==> src/rtl/garbage_queue.sv <==
// garbage_queue: turns lines_sent increases into outgoing attacks, queues incoming garbage, feeds rows after no-clear locks.
// Define GARBAGE_CANCEL_EN to let outgoing lines cancel queued incoming garbage before sending.
module garbage_queue #(
   parameter int DEPTH = 8,
   parameter int PLAYFIELD_COLS = 10,
   parameter int MAX_INSERT = 8
) (
   input  logic       clk,
   input  logic       rst_l,
   input  logic       game_start,
   input  logic [9:0] lines_sent,
   input  logic       lock_done,
   input  logic       lock_cleared,
   input  logic       recv_valid,
   input  logic [3:0] recv_count,
   input  logic [3:0] recv_hole,
   output logic       recv_ready,
   output logic       send_valid,
   output logic [9:0] send_count,
   input  logic       send_ready,
   output logic       insert_valid,
   output logic [3:0] insert_hole,
   input  logic       insert_ready,
   output logic [7:0] garbage_pending
);
   localparam int AW = $clog2(DEPTH);
   localparam int BW = $clog2(MAX_INSERT + 1);
   localparam logic [AW:0] FULL_OCC = (AW+1)'(DEPTH);
   localparam logic [4:0] COLS = 5'(PLAYFIELD_COLS);
   localparam logic [3:0] HOLE_MAX = 4'(PLAYFIELD_COLS - 1);
   typedef enum logic [1:0] {IDLE, CANCEL, SEND, INSERT} state_t;
   state_t state;
   logic [7:0] mem [DEPTH];
   logic [AW-1:0] head, tail;
   logic [AW:0] occ;
   logic [9:0] lines_sent_q, rem, delta;
   logic [BW-1:0] budget;
   logic insert_req;
   logic [7:0] pending, removed;
   logic [3:0] head_count, hole_in, new_count;
   logic empty, push, pop, dec, ins_hs, cancel_step, cancel_pop;
   assign empty = occ == '0;
   assign head_count = mem[head][7:4];
   assign recv_ready = occ != FULL_OCC && !game_start;
   assign push = recv_valid && recv_ready && recv_count != 4'd0;
   assign hole_in = {1'b0, recv_hole} >= COLS ? HOLE_MAX : recv_hole;
   assign delta = lines_sent - lines_sent_q;
   assign send_valid = state == SEND;
   assign send_count = send_valid ? rem : '0;
   assign insert_valid = state == INSERT && !empty && budget != '0;
   assign insert_hole = insert_valid ? mem[head][3:0] : 4'd0;
   assign garbage_pending = pending;
   assign ins_hs = insert_valid && insert_ready;
`ifdef GARBAGE_CANCEL_EN
   assign cancel_step = state == CANCEL && !empty && rem != '0;
`else
   assign cancel_step = 1'b0;
`endif
   assign cancel_pop = cancel_step && rem >= {6'd0, head_count};
   assign pop = cancel_pop || (ins_hs && head_count == 4'd1);
   assign dec = (cancel_step && !cancel_pop) || (ins_hs && head_count != 4'd1);
   // a partial cancel only happens with rem < head_count, so rem fits in 4 bits there
   assign new_count = cancel_step ? head_count - rem[3:0] : head_count - 4'd1;
   assign removed = cancel_pop ? {4'd0, head_count} : cancel_step ? {4'd0, rem[3:0]} : {7'd0, ins_hs};
   always_ff @(posedge clk) begin
      if (push) mem[tail] <= {recv_count, hole_in};
      if (dec) mem[head][7:4] <= new_count;
   end
   always_ff @(posedge clk or negedge rst_l) begin
      if (!rst_l) begin
         state <= IDLE;
         head <= '0;
         tail <= '0;
         occ <= '0;
         lines_sent_q <= '0;
         rem <= '0;
         budget <= '0;
         insert_req <= 1'b0;
         pending <= '0;
      end else if (game_start) begin
         state <= IDLE;
         head <= '0;
         tail <= '0;
         occ <= '0;
         lines_sent_q <= '0;
         rem <= '0;
         insert_req <= 1'b0;
         pending <= '0;
      end else begin
         if (push) tail <= tail + 1'b1;
         if (pop) head <= head + 1'b1;
         occ <= occ + (AW+1)'(push) - (AW+1)'(pop);
         pending <= pending + {4'd0, push ? recv_count : 4'd0} - removed;
         insert_req <= (lock_done && !lock_cleared) || (insert_req && !(state == IDLE && delta == '0));
         case (state)
            IDLE:
               if (delta != '0) begin
                  state <= CANCEL;
                  rem <= delta;
                  lines_sent_q <= lines_sent;
               end else if (insert_req) begin
                  state <= INSERT;
                  budget <= BW'(MAX_INSERT);
               end
            CANCEL:
               if (!cancel_step) state <= rem != '0 ? SEND : IDLE;
               else rem <= cancel_pop ? rem - {6'd0, head_count} : '0;
            SEND:
               if (send_ready) state <= IDLE;
            default:
               if (!insert_valid) state <= IDLE;
               else if (ins_hs) budget <= budget - 1'b1;
         endcase
      end
   end
endmodule

==> config.mk <==
export PLATFORM = sky130hd
export DESIGN_NAME = garbage_queue
export DESIGN_NICKNAME = d
export VERILOG_FILES = /design/src/rtl/garbage_queue.sv
export SDC_FILE = /design/constraint.sdc
export NUM_CORES = 1
export LEC_CHECK = 0
export ABC_AREA = 1
export BUFFER_PORTS_ARGS = -buffer_cell sky130_fd_sc_hd__buf_4
export CORE_MARGIN = 5
export CORE_UTILIZATION = 42
export CTS_BUF_LIST = sky130_fd_sc_hd__clkbuf_16
export DETAILED_ROUTE_END_ITERATION = 8
export SLEW_MARGIN = 15
export SYNTH_ARGS = -nofsm -noshare
export SYNTH_HDL_FRONTEND = slang
export SYNTH_SLANG_ARGS = --single-unit
export TNS_END_PERCENT = 20
==> constraint.sdc <==
create_clock -name clk -period 3.8 [get_ports clk]
set_input_delay 0.76 -clock clk [delete_from_list [all_inputs] [get_ports clk]]
set_output_delay 0.76 -clock clk [all_outputs]
set_load 0.02 [all_outputs]
==> Word-level counts from Yosys, hierarchy flattened <==
Memory sizes are Yosys's and may differ from the RTL's.
Cells that the tools add are included.
{ "classes": {"n_bitwise": 2, "muxes": 33, "n_addsub": 9, "n_eq_ne": 11, "reduce_logical": 33, "magnitude_cmp": 1} }
{ "op_table": {"columns": ["operator", "count"], "rows": [
  ["10-bit 2-to-1 mux", 7],
  ["4-bit 2-to-1 mux", 8],
  ["10-bit nonzero test", 2],
  ["2-bit 2-to-1 mux", 6],
  ["3-bit 2-to-1 mux", 4],
  ["2-bit nonzero test", 6],
  ["1-bit logical AND", 11],
  ["10-bit logical NOT", 1],
  ["10-bit subtractor", 1],
  ["8-bit by 4-bit adder with 8-bit output", 1],
  ["8-bit 2-to-1 mux", 1],
  ["4-bit case mux with 2 select lines", 1],
  ["4-bit nonzero test", 2],
  ["4-bit by 1-bit subtractor with 4-bit output (second input constant)", 2],
  ["8-bit by 1-bit subtractor with 8-bit output", 1],
  ["3-bit by 1-bit adder with 3-bit output (second input constant)", 2],
  ["2-bit case mux with 3 select lines", 1],
  ["6-bit AND reduction", 1],
  ["1-bit 2-to-1 mux", 5],
  ["5-bit by 3-bit inequality test with 1-bit output (second input constant)", 1],
  ["4-bit by 1-bit adder with 4-bit output", 1],
  ["2-bit == test (second input constant)", 2],
  ["4-bit by 1-bit == test with 1-bit output (second input constant)", 1],
  ["4-bit greater-or-equal comparator (second input constant)", 1],
  ["other kinds (15)", 20]
]} }
{ "word_totals": {"inputBits": 26, "regBits": 45, "ramBits": 64, "output_inout_bits": 25, "word_cells": 99, "n_memories": 1} }
{ "memory_table": {"columns": ["memory", "depth", "width", "read_ports", "rd_ports_with_merged_regs", "wr", "line", "rtl"], "rows": [
  ["mem", 8, 8, 1, 0, 2, "33", "logic [7:0] mem [DEPTH];"]
]} }

==> Logic depth before layout (Yosys ltp) <==
Gate-level depths: netlist (run 1).
{ "depth": {"word_depth": 8, "mapped_depth": 20, "mapped_depth_nobuf": 20} }

==> Worst setup path before layout (run 1) <==
OpenSTA, ideal clock, no wires.
{ "synth_timing": {"path_type": "input-to-reg", "startpoint": "in game_start", "endpoint": "reg pending[6] (netlist: garbage_pending[6])", "arrival_ps": 3022, "setup_ps": 132, "path_buffers": 0, "slack_ps": 645, "path_stages": 17, "required_time_ps": 3668, "path_cell_list": "a31oi_4 > nand2_1 > nor2_1 > nand2_1 > ha_1 > inv_1 > ha_1 > fa_1 > nand2_1 > inv_1 > o21ai_0 > nand2_1 > nand2_1 > nand2_1 > a21oi_1 > xor2_1 > nor2_1"} }
{ "synth_via": {"elab_chain_cells": 8} }
{ "synth_rtl": {"columns": ["item", "line", "rtl"], "rows": [
  ["start, declared", "10", "input logic game_start,"],
  ["1-bit logical NOT", "44", "assign recv_ready = occ != FULL_OCC && !game_start;"],
  ["1-bit logical AND", "44", null],
  ["1-bit logical AND (2 in a row)", "45", "assign push = recv_valid && recv_ready && recv_count != 4'd0;"],
  ["4-bit 2-to-1 mux", "93", "pending <= pending + {4'd0, push ? recv_count : 4'd0} - removed;"],
  ["8-bit by 4-bit adder with 8-bit output", "93", null],
  ["8-bit by 1-bit subtractor with 8-bit output", "93", null],
  ["8-bit 2-to-1 mux (*)", "80", "end else if (game_start) begin"],
  ["end signal, assigned", "93", null],
  ["end, declared", "39", "logic [7:0] pending, removed;"]
]} }
Every way passes the cells marked *; elsewhere a longest branch is shown, timed or not.
A chain may end at the register's enable or synchronous reset.

==> Final worst setup path (run 1) <==
{ "layout_timing": {"startpoint": "reg budget[0]", "endpoint": "reg pending[6] (netlist: garbage_pending[6])"} }
{ "layout_via": {"elab_chain_cells": 5} }
{ "layout_rtl": {"columns": ["item", "line", "rtl"], "rows": [
  ["start, declared", "37", "logic [BW-1:0] budget;"],
  ["start signal, assigned", "103", "budget <= BW'(MAX_INSERT);"],
  ["start signal, assigned", "112", "else if (ins_hs) budget <= budget - 1'b1;"],
  ["4-bit nonzero test", "50", "assign insert_valid = state == INSERT && !empty && budget != '0;"],
  ["1-bit logical AND", "50", null],
  ["1-bit logical AND", "53", "assign ins_hs = insert_valid && insert_ready;"],
  ["8-bit by 1-bit subtractor with 8-bit output", "93", null],
  ["8-bit 2-to-1 mux", "80", null]
]} }
Every way passes these cells.

==> results of run 1 <==
critical path: stages (launching register included):
cell	delay, ns
dfrtp_1	0.40
inv_1	0.10
ha_1	0.18
nand3_1	0.09
nand3_1	0.13
inv_1	0.13
nand2_1	0.21
clkinvlp_4	0.25
ha_1	0.34
inv_1	0.04
ha_1	0.20
fa_1	0.40
nand2_1	0.08
inv_1	0.05
o21ai_0	0.14
nand2_1	0.10
nand2_1	0.07
nand2_1	0.04
a21oi_1	0.15
xor2_1	0.17
nor2_1	0.05
sequential cells by signal (all words and copies together), names as in the netlist:
| name | count |
|---|---|
| lines_sent_q | 10 |
| budget | 4 |
| garbage_pending | 8 |
| occ | 4 |
| tail | 3 |
| state | 2 |
| insert_req | 1 |
| rem | 10 |
| head | 3 |
| mem | 64 |
Yosys cell counts, types with 2 or more instances:
cell,count,area [µm²]
nor2_2,5,31.3
clkinv_1,2,7.51
o22ai_1,10,62.6
inv_2,10,37.5
fa_1,3,60.1
or2_2,2,12.5
buf_2,3,15.0
dfrtp_1,45,1130
nand2_1,192,721
a21oi_1,19,95.1
o21ai_0,57,285
a22oi_1,2,15.0
nand3b_1,4,30.0
edfxtp_1,64,1920
inv_1,118,443
nor2_1,59,221
xor2_1,5,43.8
clkbuf_2,2,10.0
nand2_2,5,31.3
clkbuf_1,4,15.0
nand4_1,4,25.0
nand3_1,72,360
nor4_1,8,50.1
ha_1,36,450
o2bb2ai_1,2,17.5
nand3_2,5,50.1
buf_4,2,15.0
kinds of logic after synthesis:
group,share of synthesized area
AOI/OAI and AO/OA,0.0917
buffers and inverters,0.0879
DFF,0.484
xor gates and xnor gates,0.00834
adders and majority gates,0.0810
and+or+nand+nor,0.248
where the power goes:
group	internal [mW]	total, mW	switching, mW
clock network	0.530	1.01	0.478
logic	0.349	0.958	0.609
registers	1.37	1.45	0.0772
total	2.25	3.42	1.16
cells in the final DEF (no fill, tap or decap), types with 2 or more instances in the layout:
cell type,instances
clkinvlp_4,2
nor2_2,5
a21oi_1,19
nand4_1,4
o21ai_0,57
nand3b_1,4
nand2_1,192
nand2_2,5
inv_1,118
or2_2,2
inv_8,3
a22oi_1,2
nor2_1,59
nor4_1,8
fa_1,3
xor2_1,5
clkbuf_16,9
o2bb2ai_1,2
o22ai_1,10
inv_2,10
buf_4,53
nand3_2,5
nand3_1,72
dfrtp_1,45
edfxtp_1,64
ha_1,36
worst max-delay path by stage:
stage / from / end / cells after the start
after floorplan: game_start / garbage_pending[6] / 17
after global placement: occ[2] / garbage_pending[6] / 20
after detailed placement: occ[1] / garbage_pending[6] / 19
after CTS: occ[1] / garbage_pending[6] / 19
after global routing: budget[0] / garbage_pending[6] / 20
final: budget[0] / garbage_pending[6] / 20
area by class of cell:
type                    count  area (µm²)  share of cell area
clock buffers               9         225              0.0314
well taps                 184         230              0.0321
flip-flops and latches    109        3050               0.424
clock inverters             7        88.8              0.0124
inverters                 130         492              0.0685
repair buffers             53         398              0.0554
multi-input cells         504        2700               0.376
per-layer routing:
metal  wire length (µm)  global-route usage
met1               7150               0.242
met2               7240               0.290
met3                643              0.0334
met4                235              0.0624
met5                  0                   0
metrics by stage:
| step | instance area, µm² | std cells | util | worst slack (ns) | total power, mW |
|---|---|---|---|---|---|
| after floorplan | 6300 | 755 | - | 0.645 | 2.16 |
| after global placement | 6870 | 980 | 0.469 | 0.473 | 2.41 |
| after detailed placement | 6870 | 980 | 0.469 | 0.360 | 2.43 |
| after CTS | 7180 | 996 | 0.490 | 0.332 | 3.44 |
| after global routing | 7180 | 996 | 0.491 | 0.0408 | 3.64 |
| final | 7180 | 996 | 0.491 | 0.383 | 3.42 |
==> results.json, run 1 <==
{
  "synth_flop_cell": "edfxtp_1",
  "core-area_um2": 14600,
  "yosys_warnings": 0,
  "skew_ns": 0.00821,
  "worstSetupPathType": "reg2reg",
  "grt_pass1_vias": 5103,
  "die_h_um": 133,
  "hp-class": "in2async",
  "drt_iter0_drc": 447,
  "end_kind": "flip-flop",
  "synth_seq_cells": 109,
  "grt.overflow.total": 0,
  "ctsHoldBuffers": 0,
  "path_max_fanout": 9,
  "report.final.setup_viol": 0,
  "synth_edf_count": 64,
  "grt_pass1_wl_um": 25500,
  "die_w_um": 133,
  "synth_nets": 820,
  "nets": 872,
  "power.density_nw_per_um2": 475,
  "setup_tns_ns": 0,
  "cts_tree": "yes",
  "worstPathArrival_ns": 3.66,
  "r2r_setup_slack_ns": 0.38,
  "cts_resized": 0,
  "syn_area_per_cell_um2": 8.35,
  "critPathLaunchType": "flip-flop",
  "hold_viol": 0,
  "drtAntennaViolNets": 0,
  "fmax_mhz": 293,
  "grt_usage": 0.179,
  "routed_wl_um": 15300,
  "grt_max_degree": 46,
  "maxSlewViolCount": 0,
  "synthArstFlopShare": 0.413,
  "diodes": 0,
  "areaGrowthSynthToFinish_pct": 14.0,
  "min_period_over_period": 0.899,
  "insertion_delay_ns": 0.36,
  "root_buffer": "clkbuf_16",
  "drive_gt1_frac": 0.124,
  "drtPass1Iterations": 7,
  "io_buffers": 50,
  "syn-cell-area_um2": 6300,
  "crit_required_ns": 4.05,
  "drc": 0,
  "vias_per_cell": 5.19,
  "cts_htree_levels": 3,
  "ctsLongestPathBuffers": 2,
  "p_leak_nw": 3.44,
  "dp_hpwl_um": 11400,
  "yosysSeqAreaShare": 0.484,
  "r2r_end": "garbage_pending[6]",
  "fill_cells": 1390,
  "netlist_instances": 755,
  "r2r-start": "budget[0]",
  "worstMarginPinSlew_ns": 0.902,
  "peakVddDrop_uv": 292,
  "status": "finished, final reports clean",
  "finalWeightedCongestion": 0.891,
  "die_area_um2": 17600,
  "whs_ns": 0.400,
  "relSlewSlack": 0.396,
  "cts_made_buffers": 9,
  "post-cts-setup-buffer-count": 0,
  "rows": 44,
  "clk_pin_slew_worst_paths_ns": 0.08,
  "finalCriticalPeriod_ns": 3.42,
  "antenna_found_initial": 0,
  "vias": 5172,
  "grt_setup_unrepaired": "no",
  "cap_violations": 0,
  "start_util": 0.430,
  "rr_worst_depth": 20,
  "num_io_pins": 51,
  "cts_sinks": 109,
  "routedWlPerCell_um": 15.3,
  "synth_cell_type_count": 42
}
Power figures use the tool's default switching activity.
==> run 2, diff against run 1 <==
Settings changed: CORE_UTILIZATION 42 to 29, CTS_BUF_LIST sky130_fd_sc_hd__clkbuf_16 to sky130_fd_sc_hd__clkbuf_2 sky130_fd_sc_hd__clkbuf_4 sky130_fd_sc_hd__clkbuf_8.
==> run 2 against run 1 <==
Against the previous run: via count decreased by 0.41%; first-iteration DRC count shrank 33%; fmax grew 3.5%; sequential share of layout area fell by 0.19 points; clock power is 27% lower; critical path depth did not move; utilization decreased by 16 points; largest power group unchanged; worst setup slack better by 0.11 ns; flip-flop and latch count stayed put; highest routed layer unchanged; combinational power rose by 0.6%.
==> results.json, run 2 (synthesized netlist as in run 1, its figures left out) <==
{
  "insertion_delay_ns": 0.40,
  "finalWeightedCongestion": 0.800,
  "ctsHoldBuffers": 0,
  "grt_pass1_vias": 5034,
  "routed_wl_um": 15700,
  "diodes": 0,
  "nets": 876,
  "die_h_um": 157,
  "areaGrowthSynthToFinish_pct": 14.5,
  "drtPass1Iterations": 5,
  "cts_resized": 0,
  "grt_max_degree": 46,
  "instances_no_fill": 1096,
  "end_kind": "flip-flop",
  "slowest_stage": "dfrtp_1",
  "antenna_found_initial": 0,
  "worstMarginPinSlew_ns": 0.944,
  "die_w_um": 157,
  "root_buffer": "clkbuf_8",
  "final_common_cell": "nand2_1",
  "slowest_delay_ns": 0.41,
  "grt.overflow.total": 0,
  "worstSetupPathType": "reg2reg",
  "path_max_fanout": 5,
  "dp_hpwl_um": 11800,
  "rows": 54,
  "setup_tns_ns": 0,
  "swShare": 0.370,
  "p_clk_frac": 0.234,
  "core-area_um2": 21600,
  "routedWlPerCell_um": 14.4,
  "vias_per_cell": 4.70,
  "drive_gt1_frac": 0.126,
  "skew_ns": 0.0182,
  "critPathLaunchType": "flip-flop",
  "p_int_mw": 1.99,
  "reg.largest.list": "mem x64, lines_sent_q x10, rem x10",
  "largest_reg_flops": 64,
  "worstPathArrival_ns": 3.60,
  "min_period_over_period": 0.869,
  "cts_sinks": 109,
  "relSlewSlack": 0.364,
  "power_frac_seq": 0.460,
  "cts_tree": "yes",
  "comb_power_share": 0.306,
  "cap_violations": 0,
  "grt_pass1_wl_um": 25800,
  "fill_cells": 2292,
  "status": "finished, final reports clean",
  "io_buffers": 50,
  "hp-class": "in2async",
  "peakVddDrop_uv": 194,
  "num_io_pins": 51,
  "clk_pin_slew_worst_paths_ns": 0.12,
  "cp_common_cell": "nand2_1",
  "report.final.setup_viol": 0,
  "grt_usage": 0.131,
  "power.switching_mw": 1.17,
  "power.density_nw_per_um2": 437,
  "path_cells": "inv_1 -> ha_1 -> nand3_1 -> nand3_1 -> inv_1 -> nand2_1 -> clkinv_1 -> ha_1 -> inv_1 -> ha_1 -> fa_1 -> nand2_1 -> inv_1 -> o21ai_0 -> nand2_1 -> nand2_1 -> nand2_1 -> a21oi_1 -> xor2_1 -> nor2_1",
  "critPathTopFamily": "adder cells",
  "crit_required_ns": 4.10,
  "cts_made_buffers": 9,
  "post-cts-setup-buffer-count": 0,
  "registers.top_by_ff_count": "mem",
  "ctsLongestPathBuffers": 2,
  "die_area_um2": 24800,
  "grt_setup_unrepaired": "no",
  "fmax_mhz": 303,
  "p_leak_nw": 3.41,
  "drtAntennaViolNets": 0,
  "finalCriticalPeriod_ns": 3.30,
  "crit_buf_inv": 5,
  "cts_htree_levels": 3,
  "drc": 0,
  "hold_viol": 0,
  "maxSlewViolCount": 0,
  "placed_cells": 1080,
  "vias": 5151,
  "drt_iter0_drc": 298,
  "final_cell_mix": "nand2_1, inv_1, nand3_1",
  "start_util": 0.292
}
run 2: changes by cell type in the layout (fill, tap and decap cells not counted), sizes merged:
cell | previous run | this run
clkinvlp | 2 | 0
bufinv | 1 | 0
clkinv | 2 | 6
inv | 132 | 131
buf | 53 | 57
run 2: power by group through the flow:
stage | logic (mW) | registers, mW | clock network, mW
2_1_floorplan | 0.664 | 1.49 | 0
3_3_place_gp | 0.961 | 1.47 | 0
3_5_place_dp | 0.970 | 1.48 | 0
4_1_cts | 0.973 | 1.45 | 0.768
5_1_grt | 1.11 | 1.47 | 0.799
6_report | 0.964 | 1.45 | 0.738
run 2: metrics by stage:
stage	hold WS [ns]	utilization	power (mW)	cell area (µm²)	setup WS [ns]
after floorplan	0.461	-	2.16	6300	0.645
after global placement	0.475	0.324	2.44	7020	0.526
after detailed placement	0.485	0.324	2.45	7020	0.474
after CTS	0.355	0.334	3.19	7220	0.457
after global routing	0.390	0.334	3.38	7220	0.108
final	0.353	0.334	3.15	7220	0.497
run 2: worst reg2reg max path, delay by kind of cell, from the launching register on:
kind                     cells  cell delay (ns)
AO/OA/AOI/OAI                2             0.28
XOR/XNOR                     1             0.16
adder cells (fa/ha/maj)      4             1.06
buffers and inverters        5             0.48
flip-flops                   1             0.41
AND/OR/NAND/NOR              8             0.84
run 2: worst paths after layout:
kind | startpoint | to | slack [ns] | depth (start not counted)
worst max-delay path | budget[0] | garbage_pending[6] | 0.50 | 20
worst max register to register | budget[0] | garbage_pending[6] | 0.50 | 20
min in group clk | budget[0] | budget[0] | 0.51 | 2
worst min-delay path | rst_l | rem[0] | 0.35 | 1
worst min register to register | budget[0] | budget[0] | 0.51 | 2
max in group asynchronous | rst_l | lines_sent_q[8] | 3.02 | 1
run 2: final cells by class:
class / instances / area, µm² / share of cell area
timing repair buffer: 57 / 428 / 0.0593
clock inverter: 7 / 76.3 / 0.0106
inverter: 130 / 488 / 0.0676
multi-input combinational: 504 / 2700 / 0.374
sequential: 109 / 3050 / 0.422
clock buffer: 9 / 124 / 0.0172
tap: 280 / 350 / 0.0486
run 2: per-layer routing:
metal,part of all wire,track usage,routed length (µm),up-vias
li1,-,-,-,2594
met1,0.47,0.175,7330,2400
met2,0.46,0.217,7280,143
met3,0.060,0.0297,938,14
met4,0.012,0.0324,194,0
met5,0,0,0,-
